--- config.mk ---
export PLATFORM = sky130hd
export DESIGN_NAME = imem_loader
export DESIGN_NICKNAME = d
export VERILOG_FILES = /design/src/rtl/imem_loader_pkg.sv /design/src/rtl/imem_loader_word_packer.sv /design/src/rtl/imem_loader.sv
export SDC_FILE = /design/constraint.sdc
export NUM_CORES = 1
export LEC_CHECK = 0
export BUFFER_PORTS_ARGS = -buffer_cell sky130_fd_sc_hd__buf_4
export CAP_MARGIN = 25
export CORE_MARGIN = 2
export CORE_UTILIZATION = 45
export CTS_CLUSTER_SIZE = 20
export DETAILED_ROUTE_END_ITERATION = 12
export PLACE_DENSITY_LB_ADDON = 0.25
export SYNTH_ARGS = -nofsm -noshare
export SYNTH_HDL_FRONTEND = slang
export SYNTH_SLANG_ARGS = --single-unit
export TNS_END_PERCENT = 50
--- constraint.sdc ---
create_clock -name clk -period 3.5 [get_ports clk]
set_input_delay 0.7 -clock clk [delete_from_list [all_inputs] [get_ports clk]]
set_output_delay 0.7 -clock clk [all_outputs]
set_load 0.02 [all_outputs]
--- src/rtl/imem_loader_pkg.sv ---
// Shared definitions for the instruction-memory loader: loader state encodings
// and the default terminator word.
package imem_loader_pkg;

  typedef enum logic [2:0] {
    LD_IDLE  = 3'd0,
    LD_RECV  = 3'd1,
    LD_WRITE = 3'd2,
    LD_DONE  = 3'd3,
    LD_ERROR = 3'd4
  } ld_state_t;

  localparam logic [31:0] HALT_WORD_DEFAULT = 32'hFFFF_FFFF;

endpackage

--- src/rtl/imem_loader_word_packer.sv ---
// Packs accepted bytes MSB first into 32-bit words; flags the cycle in which
// the fourth byte of a word is being accepted.
module imem_word_packer (
  input  logic        clk,
  input  logic        reset,
  input  logic        clear_i,
  input  logic        accept_i,
  input  logic [7:0]  byte_i,
  output logic [31:0] word_o,
  output logic        word_ready_o
);

  logic [23:0] shift_q, shift_d;
  logic [1:0]  cnt_q, cnt_d;

  always_comb begin
    shift_d = shift_q;
    cnt_d   = cnt_q;
    if (clear_i) begin
      shift_d = '0;
      cnt_d   = '0;
    end else if (accept_i) begin
      shift_d = {shift_q[15:0], byte_i};
      cnt_d   = cnt_q + 2'd1;
    end
  end

  always_ff @(posedge clk or posedge reset) begin
    if (reset) begin
      shift_q <= '0;
      cnt_q   <= '0;
    end else begin
      shift_q <= shift_d;
      cnt_q   <= cnt_d;
    end
  end

  // The word is complete combinationally while its last byte is on the bus,
  // so the loader can register it on the same edge that accepts that byte.
  assign word_o       = {shift_q, byte_i};
  assign word_ready_o = accept_i && (cnt_q == 2'd3);

endmodule

--- src/rtl/imem_loader.sv ---
// Loads a byte stream into instruction memory as 32-bit words, holding the CPU
// in reset until a terminator word has been written.
module imem_loader
  import imem_loader_pkg::*;
#(
  parameter int          ADDR_WIDTH = 8,
  parameter logic [31:0] HALT_WORD  = HALT_WORD_DEFAULT
) (
  input  logic                  clk,
  input  logic                  reset,
  input  logic                  i_start,
  input  logic                  i_rx_valid,
  input  logic [7:0]            i_rx_data,
  output logic                  o_rx_ready,
  output logic                  o_imem_we,
  output logic [ADDR_WIDTH-1:0] o_imem_addr,
  output logic [31:0]           o_imem_wdata,
  output logic                  o_cpu_reset,
  output logic                  o_done,
  output logic                  o_error,
  output logic [ADDR_WIDTH:0]   o_word_count,
  output logic [2:0]            o_dbg_state
);

  localparam logic [ADDR_WIDTH-1:0] LAST_ADDR = '1;
  localparam logic [ADDR_WIDTH-1:0] ADDR_ONE  = 1;
  localparam logic [ADDR_WIDTH:0]   WC_ONE    = 1;

  // Handshake: a byte transfers on a rising edge where i_rx_valid and
  // o_rx_ready are both high; the source must hold the byte until then.
  ld_state_t             state_q;
  logic [ADDR_WIDTH-1:0] addr_q;
  logic [ADDR_WIDTH:0]   word_count_q;
  logic                  rx_ready_q;
  logic                  imem_we_q;
  logic [ADDR_WIDTH-1:0] imem_addr_q;
  logic [31:0]           imem_wdata_q;
  logic                  cpu_reset_q;
  logic                  done_q;
  logic                  error_q;

  logic        accept;
  logic        start_take;
  logic [31:0] word;
  logic        word_ready;

  assign accept     = i_rx_valid && rx_ready_q;
  assign start_take = i_start && (state_q == LD_IDLE || state_q == LD_DONE ||
                                  state_q == LD_ERROR);

  imem_word_packer u_packer (
    .clk          (clk),
    .reset        (reset),
    .clear_i      (start_take),
    .accept_i     (accept),
    .byte_i       (i_rx_data),
    .word_o       (word),
    .word_ready_o (word_ready)
  );

  always_ff @(posedge clk or posedge reset) begin
    if (reset) begin
      state_q      <= LD_IDLE;
      addr_q       <= '0;
      word_count_q <= '0;
      rx_ready_q   <= 1'b0;
      imem_we_q    <= 1'b0;
      imem_addr_q  <= '0;
      imem_wdata_q <= '0;
      cpu_reset_q  <= 1'b1;
      done_q       <= 1'b0;
      error_q      <= 1'b0;
    end else begin
      imem_we_q <= 1'b0;
      case (state_q)
        LD_IDLE, LD_DONE, LD_ERROR: begin
          if (i_start) begin
            state_q      <= LD_RECV;
            addr_q       <= '0;
            word_count_q <= '0;
            rx_ready_q   <= 1'b1;
            cpu_reset_q  <= 1'b1;
            done_q       <= 1'b0;
            error_q      <= 1'b0;
          end
        end
        LD_RECV: begin
          if (word_ready) begin
            state_q      <= LD_WRITE;
            rx_ready_q   <= 1'b0;
            imem_we_q    <= 1'b1;
            imem_addr_q  <= addr_q;
            imem_wdata_q <= word;
          end
        end
        LD_WRITE: begin
          word_count_q <= word_count_q + WC_ONE;
          addr_q       <= addr_q + ADDR_ONE;
          // The terminator wins even when it lands in the last slot.
          if (imem_wdata_q == HALT_WORD) begin
            state_q     <= LD_DONE;
            cpu_reset_q <= 1'b0;
            done_q      <= 1'b1;
          end else if (addr_q == LAST_ADDR) begin
            state_q <= LD_ERROR;
            error_q <= 1'b1;
          end else begin
            state_q    <= LD_RECV;
            rx_ready_q <= 1'b1;
          end
        end
        default: begin
          state_q     <= LD_IDLE;
          rx_ready_q  <= 1'b0;
          cpu_reset_q <= 1'b1;
          done_q      <= 1'b0;
          error_q     <= 1'b0;
        end
      endcase
    end
  end

  assign o_rx_ready   = rx_ready_q;
  assign o_imem_we    = imem_we_q;
  assign o_imem_addr  = imem_addr_q;
  assign o_imem_wdata = imem_wdata_q;
  assign o_cpu_reset  = cpu_reset_q;
  assign o_done       = done_q;
  assign o_error      = error_q;
  assign o_word_count = word_count_q;
  assign o_dbg_state  = state_q;

endmodule

==> impl_metrics.toml <==
[run_status]
status = "complete, no violations"

[cells_and_area]
fill_cells = 763
regArea_sq_um = 2280
areaGrowthSynthToFinish_pct = 19.7
final_cells = 525
fin_nets = 427
multiInputGateArea_sq_um = 1510
n_antenna_cell = 0
post-route-util_pct = 54.5
drive_gt1_share_pct = 30.9

[min_path]
min_path_type = "in -> async"

[synthesis]
synth_warnings = 0
async_reset_ff_share_pct = 100
netlist_top_cells_count = "90 x dfrtp_1, 70 x nand2_1, 34 x mux2_2, 31 x a21oi_1, 18 x o21ai_0"
yosysMostFrequentCell = "dfrtp_1"
synth_area_leaders = "dfrtp_1 58%, mux2_2 9.8%, nand2_1 6.7%, a21oi_1 4.0%, o21ai_0 2.3%"
synthFlopType = "dfrtp_1"
syn-cell-area_sq_um = 3910
synth_edf_count = 0
yosysTopAreaCellShare_pct = 57.6
yosysSeqAreaShare_pct = 58.3
ys_seq_elements = 91
synth_cell_types = 45
syn_inst = 348
synth_area_per_cell_sq_um = 11.2
yosys.area.top_type = "dfrtp_1"
synth.net_count = 363

[clock_tree]
cts_tree = "yes"
insertion_delay_ns = 0.36
cts_sinks = 91
clockBufferDepth = 2
root_buffer = "clkbuf_8"
cts_hold_buf = 0
clkTransAtPathRegs_ns = 0.09
htreeDepth = 3
cts_buffers = 9
postCtsSetupBuffers = 0
cts_resized = 0

[sta]
tightestPinTransition_ns = 0.893
fin_crit_sh_pct = 62.3
setup_ws_ns = 1.32
fmax_mhz = 459
rsz0062_at_grt = "false"
fin_crit_ns = 2.18
relSlewSlack_pct = 39.9
slew_violations = 0
setup_viol = 0
setup_tns_ns = 0
finClkSkew_ns = 0.00712
final_hold_viol_count = 0
whs_ns = 0.378

[critical_path]
path_max_fanout = 18
cp.required_ns = 3.74
critical_path_arrival_ns = 2.42
cpLargestDelayFamily = "simple AND/OR/NAND/NOR gates"
crit_chain = "nor3b_2 -> a311oi_2 -> o21ai_0 -> o21ai_0"
path_common_cell = "o21ai_0"
cp-end-kind = "register"
crit_buf_inv = 0
critPathKind = "reg -> reg"
cp_slowest_cell = "nor3b_2"
start_kind = "register"
max_stage_delay_ns = 0.77

[placement]
post-dp-hpwl_microns = 5540
port_buffers = 68
place_congestion = 0.801
pre_cts_ws_ns = 1.31
dp.cells = 509

[global_route]
grt_pass1_wl_microns = 13700
grt_overflow = 0
grt_max_degree = 92
grt_pass1_vias = 2754
grt.total_usage_pct = 17.8
grt_antenna_before_repair = 0

[detailed_routing]
met2_length_microns = 4030
drc = 0
vias = 2818
top_layer_used = "met4"
avgViaCountPerCell = 5.37
first_pass_iters = 4
drt-total-wl_microns = 8190
wl_met3_microns = 326
ant_nets = 0
routedWlPerCell_microns = 15.6
drt_iter0_drc = 131
wl_met1_microns = 3730

[floorplan]
die-area_sq_um = 9450
pin_count = 69
floorplan.rows = 34
die_w_microns = 97.2
dieHeight_microns = 97.2
initial_core_util_pct = 45.5
core_region_area_sq_um = 8590

[power]
cellPowerDensity_nw_per_um2 = 762
ir_drop_mv = 0.381
p_leak_nw = 2.23

[flow_run]
max-cap-violations = 0
cells in the final DEF, fill, tap and decap left out, types with 2 or more instances in the layout:
cell type and n:
a21o_1 2, nand2_1 70, or3b_1 2, inv_1 2, xor2_1 3, clkbuf_8 9
nor2_1 7, mux2_2 34, ha_1 3, nand4_1 12, o21ai_0 18, clkinv_2 2
nor3b_2 2, a21oi_1 31, nand4b_1 2, a31oi_1 2, nor4_1 2, nand2b_1 3
dfrtp_1 90, mux2_1 6, clkinvlp_4 3, buf_4 71, mux2i_1 2, and3_1 5
nor2b_1 2, nand3_1 10
power by group:
part | total [W] | switching [W] | internal [W]
Sequential | 0.00171 | 0.000315 | 0.00140
Combinational | 0.00115 | 0.000620 | 0.000529
Clock | 0.000705 | 0.000374 | 0.000330
worst min-delay path, delay by kind of cell:
family,cells,cell delay [ns]
buffers and inverters,3,0.47
layout make-up:
class / instances / share of cell area [%]
Clock buffer: 10 / 2.73
Clock inverter: 6 / 1.42
Inverter: 3 / 0.267
Multi-Input combinational cell: 235 / 32.2
Sequential cell: 91 / 48.7
Tap cell: 108 / 2.89
Timing Repair Buffer: 72 / 11.8
layer usage:
| metal | vias up | track usage [%] |
|---|---|---|
| li1 | 1347 | - |
| met1 | 1407 | 24.1 |
| met2 | 55 | 28.9 |
| met3 | 9 | 3.45 |
| met4 | 0 | 6.30 |
| met5 | - | 0 |
sequential cells by signal, summed over array words and instances, names as in the netlist:
| name | cells |
|---|---|
| o_cpu_reset | 1 |
| o_rx_ready | 1 |
| o_dbg_state | 3 |
| o_imem_wdata | 32 |
| o_done | 1 |
| o_imem_addr | 8 |
| addr_q | 8 |
| o_imem_we | 1 |
| o_word_count | 9 |
| o_error | 1 |
| u_packer.shift_q | 24 |
| u_packer.cnt_q | 2 |
final timing paths:
check	start	to	slack, ns	cells after the start
setup / recovery	o_dbg_state[1]	addr_q[2]	1.32	4
hold / removal	reset	o_imem_addr[2]	0.38	3
setup reg to reg	o_dbg_state[1]	addr_q[2]	1.32	4
hold reg to reg	o_word_count[8]	o_word_count[8]	0.49	1
max in group asynchronous	reset	u_packer.cnt_q[0]	2.67	3
min in group clk	o_word_count[8]	o_word_count[8]	0.49	1
stage by stage:
step / total power, W / cell area, sq um
after floorplan: 0.00240 / 3910
after global placement: 0.00287 / 4490
after detailed placement: 0.00290 / 4490
after CTS: 0.00360 / 4680
after global routing: 0.00378 / 4680
final: 0.00357 / 4680
cell families (layout without fill, tap and decap cells):
family | Yosys count | count (layout) | synth area share [%]
xor+xnor | 4 | 4 | 0.896
fa+ha+maj | 3 | 3 | 0.960
buf+inv | 22 | 91 | 3.29
flops | 91 | 91 | 58.3
simple gates | 124 | 124 | 15.6
mux | 42 | 42 | 12.0
compound gates | 62 | 62 | 8.99
No activity file was read; power rests on OpenSTA's default activity.
